File: src/rtl/coin_return_ctrl_pkg.sv
// Shared defaults and FSM encoding for the coin-return controller.
// Imported by the interface, the top and the testbench.
package coin_return_ctrl_pkg;

   localparam int K_NUM_COINS  = 3;
   localparam int K_VALUE_BITS = 32;
   localparam int K_TOTAL_BITS = 31;
   localparam int K_WAIT_TIME  = 10;
   localparam int K_TIMER_BITS = 32;

   typedef enum logic [1:0] {
      IDLE   = 2'd0,
      RETURN = 2'd1,
      DONE   = 2'd2
   } state_e;

endpackage

File: src/rtl/coin_return_ctrl_if.sv
// Signal bundle between the coin/total logic, the return controller and the dispenser.
// The controller uses the slave modport; the upstream side uses master.
interface coin_return_ctrl_if
   import coin_return_ctrl_pkg::*;
#(
   parameter int NUM_COINS  = K_NUM_COINS,
   parameter int VALUE_BITS = K_VALUE_BITS,
   parameter int TOTAL_BITS = K_TOTAL_BITS,
   parameter int TIMER_BITS = K_TIMER_BITS
);

   logic [NUM_COINS-1:0]            i_input_coin;
   logic                            o_output_item_any;
   logic                            i_trigger_return;
   logic [TOTAL_BITS-1:0]           i_current_total;
   logic [NUM_COINS*VALUE_BITS-1:0] i_coin_value;
   logic [NUM_COINS-1:0]            o_return_coin;
   logic [TOTAL_BITS-1:0]           o_return_amount;
   logic [NUM_COINS-1:0]            o_reject_coin;
   logic                            o_busy;
   logic [TOTAL_BITS-1:0]           o_residual;
   logic [TIMER_BITS-1:0]           o_wait_time;

   modport master (
      output i_input_coin, o_output_item_any, i_trigger_return, i_current_total, i_coin_value,
      input  o_return_coin, o_return_amount, o_reject_coin, o_busy, o_residual, o_wait_time
   );

   modport slave (
      input  i_input_coin, o_output_item_any, i_trigger_return, i_current_total, i_coin_value,
      output o_return_coin, o_return_amount, o_reject_coin, o_busy, o_residual, o_wait_time
   );

endinterface

File: src/rtl/greedy_coin_select.sv
// Combinational greedy pick: highest-index coin whose value fits in the remaining amount.
// Shared with the change-dispense path, so it carries no state.
module greedy_coin_select #(
   parameter int NUM_COINS  = 3,
   parameter int VALUE_BITS = 32,
   parameter int TOTAL_BITS = 31
) (
   input  logic [TOTAL_BITS-1:0]           remaining_i,
   input  logic [NUM_COINS*VALUE_BITS-1:0] coin_value_i,
   output logic [NUM_COINS-1:0]            sel_o,
   output logic [TOTAL_BITS-1:0]           value_o,
   output logic                            found_o
);

   logic [TOTAL_BITS-1:0] val_k;

   // Ascending scan so the last fitting entry (highest index) wins; zero entries never fit.
   always_comb begin
      sel_o   = '0;
      value_o = '0;
      found_o = 1'b0;
      val_k   = '0;
      for (int k = 0; k < NUM_COINS; k++) begin
         val_k = TOTAL_BITS'(coin_value_i[k*VALUE_BITS +: VALUE_BITS]);
         if (val_k != '0 && val_k <= remaining_i) begin
            sel_o    = '0;
            sel_o[k] = 1'b1;
            value_o  = val_k;
            found_o  = 1'b1;
         end
      end
   end

endmodule

File: src/rtl/coin_return_ctrl.sv
// Inactivity timer plus sequential greedy coin return, one coin per cycle.
// All outputs are registered; the totaling unit subtracts o_return_amount.
//
// state  | meaning
// IDLE   | counting down inactivity, watching for timeout or return request
// RETURN | emitting one coin per cycle from the latched remaining amount
// DONE   | one cycle, no coin, residual valid, busy still high
module coin_return_ctrl
   import coin_return_ctrl_pkg::*;
#(
   parameter int NUM_COINS   = K_NUM_COINS,
   parameter int VALUE_BITS  = K_VALUE_BITS,
   parameter int TOTAL_BITS  = K_TOTAL_BITS,
   parameter int WAIT_CYCLES = K_WAIT_TIME,
   parameter int TIMER_BITS  = K_TIMER_BITS
) (
   input logic               clk,
   input logic               reset_n,
   coin_return_ctrl_if.slave bus
);

   localparam logic [TIMER_BITS-1:0] WAIT_LOAD = TIMER_BITS'(WAIT_CYCLES);

   state_e                state_q;
   logic [TIMER_BITS-1:0] timer_q;
   logic [TOTAL_BITS-1:0] remaining_q;
   logic [NUM_COINS-1:0]  return_coin_q;
   logic [TOTAL_BITS-1:0] return_amount_q;
   logic [NUM_COINS-1:0]  reject_q;
   logic                  busy_q;
   logic [TOTAL_BITS-1:0] residual_q;

   logic [NUM_COINS-1:0]  sel_d;
   logic [TOTAL_BITS-1:0] sel_value_d;
   logic                  found_d;

   greedy_coin_select #(
      .NUM_COINS  (NUM_COINS),
      .VALUE_BITS (VALUE_BITS),
      .TOTAL_BITS (TOTAL_BITS)
   ) u_select (
      .remaining_i  (remaining_q),
      .coin_value_i (bus.i_coin_value),
      .sel_o        (sel_d),
      .value_o      (sel_value_d),
      .found_o      (found_d)
   );

   always_ff @(posedge clk or negedge reset_n) begin
      if (!reset_n) begin
         state_q         <= IDLE;
         timer_q         <= WAIT_LOAD;
         remaining_q     <= '0;
         return_coin_q   <= '0;
         return_amount_q <= '0;
         reject_q        <= '0;
         busy_q          <= 1'b0;
         residual_q      <= '0;
      end else begin
         reject_q <= '0;
         case (state_q)
            IDLE: begin
               return_coin_q   <= '0;
               return_amount_q <= '0;
               if (bus.i_trigger_return) begin
                  timer_q <= '0;
               end else if ((|bus.i_input_coin) || bus.o_output_item_any) begin
                  timer_q <= WAIT_LOAD;
               end else if (timer_q != '0) begin
                  timer_q <= timer_q - TIMER_BITS'(1);
               end
               // Coins landing on this edge are already in the upstream total, not in remaining.
               if ((timer_q == '0 || bus.i_trigger_return) && bus.i_current_total != '0) begin
                  state_q     <= RETURN;
                  remaining_q <= bus.i_current_total;
                  busy_q      <= 1'b1;
                  residual_q  <= '0;
               end
            end
            RETURN: begin
               reject_q <= bus.i_input_coin;
               if (found_d) begin
                  return_coin_q   <= sel_d;
                  return_amount_q <= sel_value_d;
                  remaining_q     <= remaining_q - sel_value_d;
               end else begin
                  // Also the exit once remaining has been driven to zero.
                  return_coin_q   <= '0;
                  return_amount_q <= '0;
                  residual_q      <= remaining_q;
                  state_q         <= DONE;
               end
            end
            DONE: begin
               reject_q        <= bus.i_input_coin;
               return_coin_q   <= '0;
               return_amount_q <= '0;
               residual_q      <= '0;
               remaining_q     <= '0;
               busy_q          <= 1'b0;
               timer_q         <= WAIT_LOAD;
               state_q         <= IDLE;
            end
            default: state_q <= IDLE;
         endcase
      end
   end

   assign bus.o_return_coin   = return_coin_q;
   assign bus.o_return_amount = return_amount_q;
   assign bus.o_reject_coin   = reject_q;
   assign bus.o_busy          = busy_q;
   assign bus.o_residual      = residual_q;
   assign bus.o_wait_time     = timer_q;

endmodule

File: src/flat_wrapper.sv
// flat-port wrapper written by rule: the top's interface ports become plain ports
module coin_return_ctrl_flat import coin_return_ctrl_pkg::*;
#(
   parameter int NUM_COINS   = K_NUM_COINS,
   parameter int VALUE_BITS  = K_VALUE_BITS,
   parameter int TOTAL_BITS  = K_TOTAL_BITS,
   parameter int WAIT_CYCLES = K_WAIT_TIME,
   parameter int TIMER_BITS  = K_TIMER_BITS
)
  (clk, reset_n, bus_i_input_coin, bus_o_output_item_any, bus_i_trigger_return, bus_i_current_total, bus_i_coin_value, bus_o_return_coin, bus_o_return_amount, bus_o_reject_coin, bus_o_busy, bus_o_residual, bus_o_wait_time);
  coin_return_ctrl_if #(.NUM_COINS(NUM_COINS), .VALUE_BITS(VALUE_BITS), .TOTAL_BITS(TOTAL_BITS), .TIMER_BITS(TIMER_BITS)) bus_i ();
  input logic clk;
  input logic reset_n;
  input wire logic [$bits(bus_i.i_input_coin)-1:0] bus_i_input_coin;
  input wire logic [$bits(bus_i.o_output_item_any)-1:0] bus_o_output_item_any;
  input wire logic [$bits(bus_i.i_trigger_return)-1:0] bus_i_trigger_return;
  input wire logic [$bits(bus_i.i_current_total)-1:0] bus_i_current_total;
  input wire logic [$bits(bus_i.i_coin_value)-1:0] bus_i_coin_value;
  output wire logic [$bits(bus_i.o_return_coin)-1:0] bus_o_return_coin;
  output wire logic [$bits(bus_i.o_return_amount)-1:0] bus_o_return_amount;
  output wire logic [$bits(bus_i.o_reject_coin)-1:0] bus_o_reject_coin;
  output wire logic [$bits(bus_i.o_busy)-1:0] bus_o_busy;
  output wire logic [$bits(bus_i.o_residual)-1:0] bus_o_residual;
  output wire logic [$bits(bus_i.o_wait_time)-1:0] bus_o_wait_time;
  assign bus_i.i_input_coin = bus_i_input_coin;
  assign bus_i.o_output_item_any = bus_o_output_item_any;
  assign bus_i.i_trigger_return = bus_i_trigger_return;
  assign bus_i.i_current_total = bus_i_current_total;
  assign bus_i.i_coin_value = bus_i_coin_value;
  assign bus_o_return_coin = bus_i.o_return_coin;
  assign bus_o_return_amount = bus_i.o_return_amount;
  assign bus_o_reject_coin = bus_i.o_reject_coin;
  assign bus_o_busy = bus_i.o_busy;
  assign bus_o_residual = bus_i.o_residual;
  assign bus_o_wait_time = bus_i.o_wait_time;
  coin_return_ctrl #(.NUM_COINS(NUM_COINS), .VALUE_BITS(VALUE_BITS), .TOTAL_BITS(TOTAL_BITS), .WAIT_CYCLES(WAIT_CYCLES), .TIMER_BITS(TIMER_BITS)) u_core (.clk(clk), .reset_n(reset_n), .bus(bus_i));
endmodule
File: config.mk
export PLATFORM = sky130hd
export DESIGN_NAME = coin_return_ctrl_flat
export DESIGN_NICKNAME = d
export VERILOG_FILES = /design/src/rtl/coin_return_ctrl_pkg.sv /design/src/rtl/coin_return_ctrl_if.sv /design/src/rtl/greedy_coin_select.sv /design/src/rtl/coin_return_ctrl.sv /design/src/flat_wrapper.sv
export SDC_FILE = /design/constraint.sdc
export NUM_CORES = 1
export LEC_CHECK = 0
export CAP_MARGIN = 20
export CORE_MARGIN = 3
export CORE_UTILIZATION = 50
export DETAILED_ROUTE_END_ITERATION = 6
export HOLD_SLACK_MARGIN = 0.1
export PLACE_DENSITY_LB_ADDON = 0.1
export SKIP_LAST_GASP = 1
export SYNTH_ARGS = -nofsm -noshare
export SYNTH_HDL_FRONTEND = slang
export SYNTH_SLANG_ARGS = --single-unit
export TNS_END_PERCENT = 50
File: constraint.sdc
create_clock -name clk -period 6.55 [get_ports clk]
set_input_delay 0.9825 -clock clk [delete_from_list [all_inputs] [get_ports clk]]
set_output_delay 0.9825 -clock clk [all_outputs]
set_load 0.01 [all_outputs]
After elaboration in Yosys (flattened, before gate mapping)
Cells that the tools add are included.
Widths: inputs -> output; s select.
{ "word_totals": {"in_bits": 134, "latch_bits": 0, "rom_bits": 0, "out_inout_bits": 101, "ff_bits": 134, "ram_bits": 0, "mem_count": 0, "word_cells": 72} }
{ "op_classes": {"eq_ne": 6, "n_mul": 0, "n_reduce_logical": 24, "add_sub_neg": 2, "n_shift": 0, "magnitude_cmp": 3, "bitwise_logic": 0, "n_div": 0, "mux": 29} }
{ "ops": {"columns": ["cell", "n"], "rows": [
  ["$mux 31", 8],
  ["$pmux 31 s3", 2],
  ["$reduce_bool 31->1", 4],
  ["$mux 32", 3],
  ["$le 31x31->1", 3],
  ["$pmux 32 s2", 1],
  ["$pmux 31 s2", 1],
  ["$logic_not 32->1", 1],
  ["$reduce_bool 32->1", 1],
  ["$sub 32x1->32 const B", 1],
  ["$sub 31x31->31", 1],
  ["$mux 3", 4],
  ["$pmux 3 s2", 1],
  ["$reduce_and 2->1", 3],
  ["$reduce_and 3->1", 2],
  ["$mux 1", 5],
  ["$logic_and 1x1->1", 4],
  ["$mux 2", 2],
  ["$ne 2x1->1 const B", 2],
  ["$ne 4x2->1 const B", 1],
  ["$pmux 2 s2", 1],
  ["$reduce_bool 2->1", 2],
  ["$reduce_or 2->1", 2],
  ["$reduce_bool 3->1", 1],
  ["7 further kinds", 8]
]} }

Depth between registers and ports, before layout
{ "logic_depth": {"ltp_word": 8, "ltp_mapped": 24, "mapped_depth_nobuf": 22} }

Hierarchy
From an unflattened synthesis, not the netlist that was laid out.
{ "hier_totals": {"hier_cells": 1266, "hier_area_um2": 10710.3} }
{ "by_module_without_submodules": {"columns": ["mod", "cells_each", "n_inst", "area_per_inst_um2"], "rows": [
  ["coin_return_ctrl", 804, 1, 7511.0],
  ["greedy_coin_select", 462, 1, 3199.3]
]} }

Least setup slack after synthesis
Ideal clock, no wire load.
{ "synth_path": {"path_type": "input port to flip-flop", "start": "input bus_i_coin_value[56]", "end": "register u_core.remaining_q[24]", "arrival_time_ns": 5.321, "setup_time_ns": 0.095, "stages": 21, "t_required_ns": 6.455, "slack_ns": 1.133, "cell_sequence": "ha_1 > and4_1 > nand2_1 > nor4_1 > nand3_1 > a211oi_2 > buf_2 > buf_2 > a22oi_1 > o21ai_0 > inv_1 > fa_1 > a211oi_1 > o21ai_0 > o2111a_1 > o21ai_0 > a21oi_1 > a31oi_1 > o21ai_0 > xnor2_1 > o31ai_1"} }
{ "synth_via": {"elab_chain_cells": 7, "elab_cells_between_ends": 12, "classes_between": "1 x add/sub; 1 x order compare; 1 x eq/ne; 6 x mux; 3 x reduce/logical"} }
{ "synth_rtl": {"columns": ["element", "line_no", "source"], "rows": [
  ["from (decl)", "flat_wrapper.sv:18", "input wire logic [$bits(bus_i.i_coin_value)-1:0] bus_i_coin_value;"],
  ["$le 31x31->1 / $reduce_bool 31->1 (equally long branches)", "greedy_coin_select.sv:25", "if (val_k != '0 && val_k <= remaining_i) begin"],
  ["$logic_and 1x1->1", "greedy_coin_select.sv:25", null],
  ["$mux 31 (2 in series)", "greedy_coin_select.sv:25", null],
  ["$sub 31x31->31", "coin_return_ctrl.sv:85", "remaining_q <= remaining_q - sel_value_d;"],
  ["$mux 31", "coin_return_ctrl.sv:82", "if (found_d) begin"],
  ["$pmux 31 s3", "coin_return_ctrl.sv:61", "case (state_q)"],
  ["to (signal assigned)", "coin_return_ctrl.sv:75", "remaining_q <= bus.i_current_total;"],
  ["to (signal assigned)", "coin_return_ctrl.sv:85", null],
  ["to (decl)", "coin_return_ctrl.sv:26", "logic [TOTAL_BITS-1:0] remaining_q;"]
]} }
Several ways; a longest one is shown, not always the timed one. The select of a mux whose other input is x is not followed.
A chain may end at the register's enable or synchronous reset.

Worst setup path in the final report
{ "layout_path": {"start": "input bus_i_coin_value[56]", "end": "register u_core.remaining_q[22]"} }
{ "layout_via": {"elab_chain_cells": 7, "elab_cells_between_ends": 12, "classes_between": "1 x add/sub; 1 x order compare; 1 x eq/ne; 6 x mux; 3 x reduce/logical"} }
{ "layout_rtl": {"columns": ["element", "line_no"], "rows": [
  ["$le 31x31->1 / $reduce_bool 31->1 (equally long branches)", "greedy_coin_select.sv:25"],
  ["$logic_and 1x1->1 (*)", "greedy_coin_select.sv:25"],
  ["$mux 31 (2 in series)", "greedy_coin_select.sv:25"],
  ["$sub 31x31->31", "coin_return_ctrl.sv:85"],
  ["$mux 31", "coin_return_ctrl.sv:82"],
  ["$pmux 31 s3", "coin_return_ctrl.sv:61"]
]} }
Mark *: on every way between the ends. The rest lies on a longest branch, timed or not. The select of a mux whose other input is x is not followed.

==> metrics.txt <==
simple-gate area share of the yosys netlist=0.1777; CTS tree=done; Synth Cell Area=10320 um2; Worst R2R Start=u_core.remaining_q[24]$_DFFE_PN0P_; number of synthesized flops with an enable pin=0; Std-Cell Rows=51; Slowest cell on crit path=clkdlybuf4s50_1; vias in the first global route=10156; r2r endpoint=u_core.remaining_q[22]$_DFFE_PN0P_; Worst-Margin Slew=970.9 ps; post-route minimum period=6075 ps; mux share of post-synthesis cell area=0.001940; Post-Synth Adder-Cell Area=0.1583; DRC viols=0; Fill cells=1575; Worst Hold Class=reg -> reg; Lkg Pwr=6.490 nW; Die Wd=149.7 um; drt initial violations=872; max cap viols=0; worst rel slew slack=0.3504; syn_area_per_cell=8.761 um2; Setup crit end kind=register; worst hold path endpoint=u_core.bus.o_residual[10]$_DFFE_PN0P_; clk sinks=134; Reg2Reg Depth=25; Root Buffer=clkbuf_16; register area share after synthesis=0.3252; Yosys warning count=0; Async SR Flop Fraction=1.000; GR met3 Demand/Resource=0.04391; # H-tree levels=4; GR Util All Layers=0.3095; Die ar.=22400 um2; first-pass GRT wire length=54040 um; most common cell after layout, fill and taps aside=clkdlybuf4s50_1; total I/O pin count=235; pin count of the biggest net entering global routing=70; Mapped Cells=1178; most frequent cells in the layout=230 x clkdlybuf4s50_1, 132 x dfrtp_1, 129 x ha_1, 100 x a21oi_1, 89 x nand2_1; Setup Skew=12.15 ps; Remaining Overflow, GRT=0; busiest grt layer=met2; Initial Util=0.5200; startpoint types=input port; Top FF cell, synth=dfrtp_1; vias per inst=6.127; 1st-pass router iterations=5; CP startpoint=bus_i_coin_value[56]; combinational family with the most area after synthesis=compound AO/OA/AOI/OAI gates; die extent in y=149.7 um; Setup Fix Bufs, Post-CTS=0; Worst R2R Setup Slack=890 ps; Hold Path Stages=1; synth unique cells=69; status=finished, final reports clean; cell count after placement=1699; CP Max Fanout=6; PortBufs=231; Max VDD drop=0.3266 mV; CP arrival=6360 ps; Finished Layout Cells=1730; cell taking the most area after synthesis=dfrtp_1; GR Layer Usage met2=0.4907; Total Wirelength=34890 um; Post-Syn Nets=1442; worst-skew pair later-pin latency=420 ps; number of routed nets with antenna violations=0; f_max=164.6 MHz; dominant cells by area after synthesis=dfrtp_1 32%, ha_1 16%, a21oi_1 4.8%; CP Class=in -> reg; Inserted Diodes=0; Final nets=1717; period utilisation layout=0.9275; hold path start=u_core.bus.o_residual[10]$_DFFE_PN0P_; Slew Viols, Final=0; unrepaired setup endpoints after global routing=false; final setup fails=0; gpl congestion=0.9508; dpl hpwl=28150 um; Final Hold Viols=0; Synth Area in Compound Gates=0.2518; CTS buffer count=17; Worst path max stage delay=460 ps; Setup TNS=0 ps; Synth Area in XOR/XNOR=0.03649; Critical Path RT=6830 ps; Yosys top cell area share=0.3201; PwrDens=586.9 nW/um2; global-route met1 utilization=0.4358; layout cells sized above 1=0.08601; Clock transition at path regs=60 ps; core area=19850 um2; routed len/inst=20.17 um; Yosys reg bits=134; CTS Buffer Depth=2; vias after detailed routing=10600; Area Growth Syn to Fin=35.38%; initial antenna violation count=0
-- per-layer routing --
| metal | vias up | wire length [um] |
|---|---|---|
| li1 | 4996 | - |
| met1 | 5000 | 15110 |
| met2 | 529 | 15720 |
| met3 | 75 | 2933 |
| met4 | 0 | 1119 |
| met5 | - | 0 |
-- cells in the mapped netlist (all sizes together), types with 4 or more instances --
| cell type | instances |
|---|---|
| nor2 | 67 |
| a221oi | 28 |
| and3 | 28 |
| nand4 | 34 |
| a22oi | 31 |
| and4 | 4 |
| ha | 129 |
| buf | 13 |
| nand2b | 8 |
| a211oi | 12 |
| xor2 | 16 |
| nand3 | 16 |
| a31oi | 10 |
| xnor2 | 27 |
| a21oi | 101 |
| nand3b | 6 |
| inv | 78 |
| o21ai | 90 |
| clkbuf | 38 |
| and2 | 5 |
| nor2b | 10 |
| o31ai | 10 |
| nand2 | 89 |
| or3 | 12 |
| dfrtp | 132 |
| a22o | 43 |
| nor3 | 17 |
| nor3b | 5 |
| a21o | 36 |
| nor4 | 38 |
| o211ai | 4 |
-- state kept, by name (all words and copies together) (netlist names) --
signal / flops
u_core.bus.o_return_coin: 3
u_core.bus.o_residual: 31
u_core.remaining_q: 31
u_core.bus.o_return_amount: 31
u_core.bus.o_busy: 1
u_core.state_q: 2
u_core.bus.o_reject_coin: 3
u_core.bus.o_wait_time: 32
-- worst max-delay path, delay by kind of cell --
kind / cells / cell delay [ps]
AOI/OAI and AO/OA: 13 / 2580
and+or+nand+nor: 3 / 750
adders and majority gates: 3 / 940
buffers and inverters: 5 / 990
xor gates and xnor gates: 1 / 100
-- timing repair --
item	4_1_cts	5_1_grt
endpoints found under the setup margin	0	4
hold buffers	0	0
gates resized for setup	0	2
-- through the flow --
step	utilization	power, mW	hold slack (ps)	worst slack (ps)	cell area (um2)
detailed placement	0.6736	7.096	465.8	68.92	13370
global route	0.7040	8.861	493.4	77.13	13970
CTS	0.7039	8.121	479.3	507.4	13970
floorplan	-	5.128	491.2	1133	10320
finish	0.7040	8.200	475.3	474.8	13970
global placement	0.6732	6.968	458.8	157.6	13360
-- report_power, final --
group	leakage, nW	switching, mW	internal, mW
Combinational	4.44	3.23	2.55
Sequential	1.75	0.287	1.14
Clock	0.295	0.387	0.601
Total	6.49	3.90	4.30
-- cell families (layout without fill, tap and decap cells) --
logic type | count (synthesis) | in the layout
AO/OA/AOI/OAI | 390 | 390
AND/OR/NAND/NOR | 350 | 350
flip-flops | 134 | 134
adder cells (fa/ha/maj) | 130 | 130
buffers and inverters | 129 | 416
XOR/XNOR | 43 | 43
multiplexers | 2 | 2
-- final cells by class --
| type | instances | area, um2 | area share |
|---|---|---|---|
| timing repair buffer | 307 | 2897 | 0.2073 |
| tap | 265 | 331.6 | 0.02373 |
| clock inverter | 14 | 176.4 | 0.01263 |
| sequential | 134 | 3356 | 0.2402 |
| inverter | 78 | 292.8 | 0.02096 |
| clock buffer | 17 | 425.4 | 0.03045 |
| multi-input combinational | 915 | 6492 | 0.4647 |
-- worst max path at each step --
stage | endpoint | slack [ps]
after global routing | u_core.remaining_q[27]$_DFFE_PN0P_ | 80
final | u_core.remaining_q[22]$_DFFE_PN0P_ | 470
after floorplan | u_core.remaining_q[24]$_DFFE_PN0P_ | 1130
after global placement | u_core.remaining_q[23]$_DFFE_PN0P_ | 160
after detailed placement | u_core.remaining_q[23]$_DFFE_PN0P_ | 70
after CTS | u_core.remaining_q[23]$_DFFE_PN0P_ | 510
(Power assumes the default switching activity.)
